<file path="config.mk">
export PLATFORM = sky130hd
export DESIGN_NAME = mul_pipe_ctrl
export DESIGN_NICKNAME = d
export VERILOG_FILES = /design/src/rtl/mul_pipe_ctrl.sv
export SDC_FILE = /design/constraint.sdc
export NUM_CORES = 1
export LEC_CHECK = 0
export CORE_MARGIN = 2
export CORE_UTILIZATION = 50
export DETAILED_ROUTE_END_ITERATION = 10
export PLACE_DENSITY = 0.89
export SLEW_MARGIN = 10
export SYNTH_ARGS = -nofsm -noshare
export SYNTH_HDL_FRONTEND = slang
export SYNTH_SLANG_ARGS = --single-unit
</file>
<file path="constraint.sdc">
create_clock -name clk -period 1.8 [get_ports clk]
set_input_delay 0.27 -clock clk [delete_from_list [all_inputs] [get_ports clk]]
set_output_delay 0.27 -clock clk [all_outputs]
set_load 0.05 [all_outputs]
</file>
<file path="src/rtl/mul_pipe_ctrl.sv">
// Sequencing controller for the multi-cycle multiply pipe: per-stage valid/dst
// tracking, common advance enable, writeback arbitration against the ALU path
// with a starvation guard, and RAW hazard detection for decode.

// Single-stage RAW compare; register 0 never hazards.
module mul_haz_cmp #(
  parameter int DST_W = 5
) (
  input  logic             v,
  input  logic [DST_W-1:0] dst,
  input  logic [DST_W-1:0] src_a,
  input  logic [DST_W-1:0] src_b,
  output logic             hit
);
  assign hit = v && (((src_a == dst) && (src_a != '0)) ||
                     ((src_b == dst) && (src_b != '0)));
endmodule

module mul_pipe_ctrl #(
  parameter int STAGES     = 5,
  parameter int DST_W      = 5,
  parameter int STARVE_MAX = 3
) (
  input  logic              clk,
  input  logic              reset,
  input  logic              flush,
  input  logic              issue_valid,
  input  logic [DST_W-1:0]  issue_dst,
  output logic              issue_ready,
  input  logic [DST_W-1:0]  src_a,
  input  logic [DST_W-1:0]  src_b,
  output logic              raw_hazard,
  input  logic              alu_wb_valid,
  output logic              alu_stall,
  output logic              stage_adv,
  output logic [STAGES-1:0] stage_valid,
  output logic              wb_valid,
  output logic [DST_W-1:0]  wb_dst,
  output logic              busy
);
  localparam int CW = (STARVE_MAX < 1) ? 1 : $clog2(STARVE_MAX + 1);

  logic [STAGES-1:0]            vld_q, vld_d;
  logic [STAGES-1:0][DST_W-1:0] dst_q, dst_d;
  logic [CW-1:0]                sc_q, sc_d;
  logic [STAGES-1:0]            hit;
  logic                         last_v, mul_grant;

  // Writeback arbitration and the shared advance enable; the pipe freezes only
  // when the last stage holds a result that lost to the ALU.
  always_comb begin
    last_v      = vld_q[STAGES-1];
    mul_grant   = last_v && (!alu_wb_valid || (sc_q == CW'(STARVE_MAX)));
    wb_valid    = mul_grant;
    wb_dst      = dst_q[STAGES-1];
    alu_stall   = alu_wb_valid && mul_grant;
    stage_adv   = !last_v || mul_grant;
    issue_ready = stage_adv && !flush;
    stage_valid = vld_q;
    busy        = |vld_q;
  end

  // Per-stage hazard compares against in-flight destinations only.
  for (genvar i = 0; i < STAGES; i++) begin : g_haz
    mul_haz_cmp #(.DST_W(DST_W)) u_cmp (
      .v    (vld_q[i]),
      .dst  (dst_q[i]),
      .src_a(src_a),
      .src_b(src_b),
      .hit  (hit[i])
    );
  end
  assign raw_hazard = |hit;

  // Next stage state: flush squashes valids, advance shifts, freeze holds.
  // Starvation counter saturates naturally because reaching STARVE_MAX grants.
  always_comb begin
    vld_d = vld_q;
    dst_d = dst_q;
    sc_d  = '0;
    if (flush) begin
      vld_d = '0;
    end else begin
      if (stage_adv) begin
        vld_d = {vld_q[STAGES-2:0], issue_valid && issue_ready};
        dst_d = {dst_q[STAGES-2:0], issue_dst};
      end
      if (last_v && alu_wb_valid && !mul_grant) sc_d = sc_q + CW'(1);
    end
  end

  // State registers with synchronous reset dominating flush and issue.
  always_ff @(posedge clk) begin
    if (reset) begin
      vld_q <= '0;
      dst_q <= '0;
      sc_q  <= '0;
    end else begin
      vld_q <= vld_d;
      dst_q <= dst_d;
      sc_q  <= sc_d;
    end
  end
endmodule

</file>
### After elaboration in Yosys (flattened, before gate mapping)

Index checks and enable logic that the tools add are counted.

* register bits after elaboration: 32
* input port bits: 20
* output and inout bits: 16

* $add $sub $neg: 1
* equality and inequality tests: 11
* bitwise gates (word level): 2
* reductions and logical operators: 39

Operator list (number)
* == test 5 bit: 10
* logical AND 1 bit: 21
* nonzero test 5 bit: 2
* OR reduction 5 bit: 2
* logical OR 1 bit: 7
* logical NOT 1 bit: 4
* OR reduction 3 bit: 1
* adder 2 x 1 -> 2 bit, second input constant: 1
* == test 2 bit, second input constant: 1
* inverter 1 bit: 2
* AND reduction 2 bit: 1
* OR reduction 2 bit: 1

### Longest topological paths before layout

* word-level depth: 7
* depth in mapped cells: 9
* mapped depth without buffers: 7

### By module

A second synthesis with hierarchy kept.

* cell total of the unflattened synthesis: 221
* area total of the unflattened synthesis: 2084.5 µm²

Modules (own cells, without submodules)
* mul_pipe_ctrl: times used 1, cells each 126, area each 1346.3 µm²
* mul_haz_cmp: times used 5, cells each 19, area each 147.6 µm²

### Worst setup path after synthesis

OpenSTA, ideal clock, no wires.

* path type: in2out
* start: input port src_b[2]
* end: output port raw_hazard
* data arrival time: 1.830 ns
* path slack: -0.300 ns
* cell stages on the path: 6
* path buffers: 1
* cells stage by stage: buf_4 or4_4 o211ai_2 o22ai_1 a22oi_1 nand4_1

* word-level cells in the longest chain between the ends: 5
* elaborated cells between the ends (all ways): 22

Ends and longest elaborated chain
* from (decl): RTL line 31 `input logic [DST_W-1:0] src_b,`
* == test 5 bit / nonzero test 5 bit (equally long branches): RTL line 16 `((src_b == dst) && (src_b != '0)));`
* logical AND 1 bit: RTL line 16
* logical OR 1 bit: RTL line 15 `assign hit = v && (((src_a == dst) && (src_a != '0)) ||`
* logical AND 1 bit: RTL line 15
* OR reduction 5 bit (*): RTL line 73 `assign raw_hazard = |hit;`
* to (decl): RTL line 32 `output logic raw_hazard,`

Every way passes the cells marked *; elsewhere a longest branch is shown, timed or not.

### Final worst setup path

* start: input port src_a[1]
* end: output port raw_hazard

* word-level cells in the longest chain between the ends: 5
* elaborated cells between the ends (all ways): 22

Ends and longest elaborated chain
* from (decl): RTL line 30 `input logic [DST_W-1:0] src_a,`
* == test 5 bit / nonzero test 5 bit (equally long branches): RTL line 15
* logical AND 1 bit: RTL line 15
* logical OR 1 bit: RTL line 15
* logical AND 1 bit: RTL line 15
* OR reduction 5 bit (*): RTL line 73

Marked as above.

==> flow_summary.json <==
{
  "setup-tns-final_ns": -0.172,
  "design.die.area_um2": 4340,
  "synth_nets": 261,
  "yosysWarningCount": 0,
  "seq_power_share": 0.454,
  "grt_util_all_layers": 0.236,
  "min_delay_worst_endpoint": "sc_q[0]$_SDFF_PP0_",
  "gp_congestion": 0.926,
  "final-hold-violation-count": 0,
  "wl_per_cell_um": 14.9,
  "unrepaired_setup_endpoints_after_global_routing": "yes",
  "rr_worst_depth": 7,
  "grt_antenna_before_repair": 0,
  "nets": 292,
  "worstReg2RegStart": "sc_q[0]$_SDFF_PP0_",
  "coreArea_um2": 3660,
  "switching_share": 0.263,
  "cts_inserted_buffers": 5,
  "run_status": "finished, violations left",
  "max_cap_violations": 0,
  "clkTransAtPathRegs_ns": 0.06,
  "vias_per_cell": 5.46,
  "worst-slew-pin-transition_ns": 0.498,
  "synth_top_area_share": 0.334,
  "endpoint_kind": "output port",
  "power_density_nw_per_um2": 662,
  "via_count_of_the_first_global_routing_pass": 1641,
  "timing_worst_setup_path_type": "input port to output port",
  "layout-drive-gt1-share": 0.225,
  "tritoncts_clock_tree": "built",
  "regToRegSetupSlack_ns": 0.34,
  "worst_hold_slack_ns": 0.436,
  "synth-async-reset-ratio": 0,
  "route.detailed.drc": 0,
  "postSynth.topFlopCell": "dfxtp_1",
  "cts_h_tree_depth": 2,
  "starting_density_of_the_core": 0.523,
  "power.internal_mw": 1.21,
  "drt-initial-drc-count": 89,
  "syn2layout_area_growth_pct": 29.1,
  "clockRootBuffer": "clkbuf_8",
  "min_from": "sc_q[0]$_SDFF_PP0_",
  "timing.critical_path.fanout_max": 8,
  "hpwl_mm": 3.38,
  "netlist_top_cells_count": "nand2_1, xnor2_1, dfxtp_1",
  "combPwrFrac": 0.179,
  "critical_path_required_ns": 1.53,
  "clockPowerShare": 0.367,
  "syn_inst": 240,
  "clk-insertion-delay-late_ns": 0.29,
  "die_w_um": 65.9,
  "drv_slew": 0,
  "r2r-end": "dst_q[1]$_SDFFE_PP0P_",
  "min_path_cells": 1,
  "setup_viol_count_final": 1,
  "vias": 1741,
  "drtPass1Iterations": 4,
  "drt.antenna.violating_nets": 0,
  "post-route-period-util": 1.10,
  "synth.top_cells.by_area": "dfxtp_1, xnor2_1, nand2_1, a21oi_1, xor2_1",
  "synth_edf_count": 0,
  "power_leakage_nw": 0.936,
  "finalWorstSetupSlack_ns": -0.172,
  "die_y_um": 65.9,
  "cts_num_sinks": 32,
  "slew_headroom": 0.667,
  "failing_checks": "negative setup slack",
  "synth.largest_area_cell": "dfxtp_1",
  "ys_ff_latch": 32,
  "cts_max_path_buffers": 2,
  "crit_path_start_kind": "input port",
  "synthesis.area_um2": 1920,
  "crit_arrival_ns": 1.70,
  "yosysSeqAreaShare": 0.334,
  "period_needed_ns": 1.97,
  "synth.most_common_cell": "nand2_1",
  "fp-row-count": 22,
  "switching_power_mw": 0.431,
  "design.portCount": 36,
  "grt_pass1_wl_mm": 7.60,
  "achievable-frequency_mhz": 507,
  "timing.clock.skew_ns": 0.0101,
  "peakVddDrop_mv": 0.632,
  "hold_class": "flip-flop to flip-flop",
  "insertedDiodeCount": 0,
  "drt-total-wl_mm": 4.76,
  "port_buffers": 35,
  "grt_start_max_net_pins": 26,
  "grt_remaining_overflow": 0,
  "synth.distinct_cells": 30,
  "post_synth.cell_area_avg_um2": 7.98
}
## cells by family (layout without fill, tap and decap cells)
group,after synthesis,in the layout,share of synthesized area
AO/OA/AOI/OAI,38,38,0.115
XOR/XNOR,50,50,0.229
adder cells (fa/ha/maj),1,1,0.00653
buffers and inverters,32,63,0.0986
flip-flops,32,32,0.334
multiplexers,3,3,0.0157
AND/OR/NAND/NOR,84,84,0.201
## how the worst max path moves through the flow
stage             start         end  slack [ns]  cells after the start
5_1_grt        src_a[3]  raw_hazard       -0.25                      7
3_5_place_dp   src_b[1]  raw_hazard       -0.53                      7
2_1_floorplan  src_b[2]  raw_hazard       -0.29                      6
3_3_place_gp   src_b[1]  raw_hazard       -0.52                      7
4_1_cts        src_b[4]  raw_hazard       -0.15                      7
6_report       src_a[1]  raw_hazard       -0.17                      8
## cell usage in the layout, fill, tap and decap left out, types with 3 or more instances in the layout
master           count
nand3_1             10
nand2_1             51
clkbuf_8             7
dfxtp_1             32
nor4_1               4
buf_12               6
buf_2                3
nor4_2               3
buf_4               25
clkdlybuf4s50_1     10
a21oi_1             26
buf_6                5
nor3_1               5
mux2i_1              3
xnor2_1             36
xor2_1              12
## worst max-delay path, stage by stage
cell             delay [ns]
clkdlybuf4s50_1        0.48
buf_6                  0.17
xnor2_1                0.12
nand3_1                0.13
o22ai_1                0.15
a22oi_1                0.09
nand4_1                0.12
buf_6                  0.17
## sequential cells by signal, summed over array words and instances, names as in the netlist
signal,cells
dst_q,20
sc_q,2
wb_dst,5
stage_valid,5
## cell type report
class / count / area (µm²)
clock buffers: 7 / 96.3
flip-flops and latches: 32 / 641
repair buffers: 53 / 520
fillers: 303 / 1190
inverters: 3 / 13.8
multi-input cells: 176 / 1140
well taps: 48 / 60.1
## routing by layer
metal  global-route usage  share of wire  up-vias  wire length (µm)
met3               0.0698          0.069       17               329
met2                0.395           0.49       63              2340
met1                0.269           0.41      815              1950
met4                0.122          0.030        0               142
met5                    0              0        -                 0
li1                     -              -      846                 -
## what timing repair did
| action | 4_1_cts | 5_1_grt |
|---|---|---|
| gates resized for setup | 41 | 6 |
| setup endpoints to repair | 2 | 3 |
| setup buffers | 2 | 0 |
| hold buffers | 0 | 0 |
| pin swaps | 8 | 4 |
## per-stage QoR
stage	setup WS, ns	utilization	total power, mW	instances	cell area (µm²)
after global placement	-0.516	0.632	1.03	310	2310
final	-0.172	0.675	1.64	319	2470
after floorplan	-0.286	-	0.930	240	1920
after CTS	-0.153	0.669	1.64	319	2450
after global routing	-0.251	0.675	1.71	319	2470
after detailed placement	-0.528	0.632	1.03	310	2310
## power by group through the flow
stage / combinational (mW) / clock, mW / sequential, mW
2_1_floorplan: 0.178 / 0 / 0.752
3_3_place_gp: 0.271 / 0 / 0.757
3_5_place_dp: 0.274 / 0 / 0.758
4_1_cts: 0.282 / 0.612 / 0.743
5_1_grt: 0.311 / 0.653 / 0.745
6_report: 0.292 / 0.602 / 0.743
(Power assumes the default switching activity.)
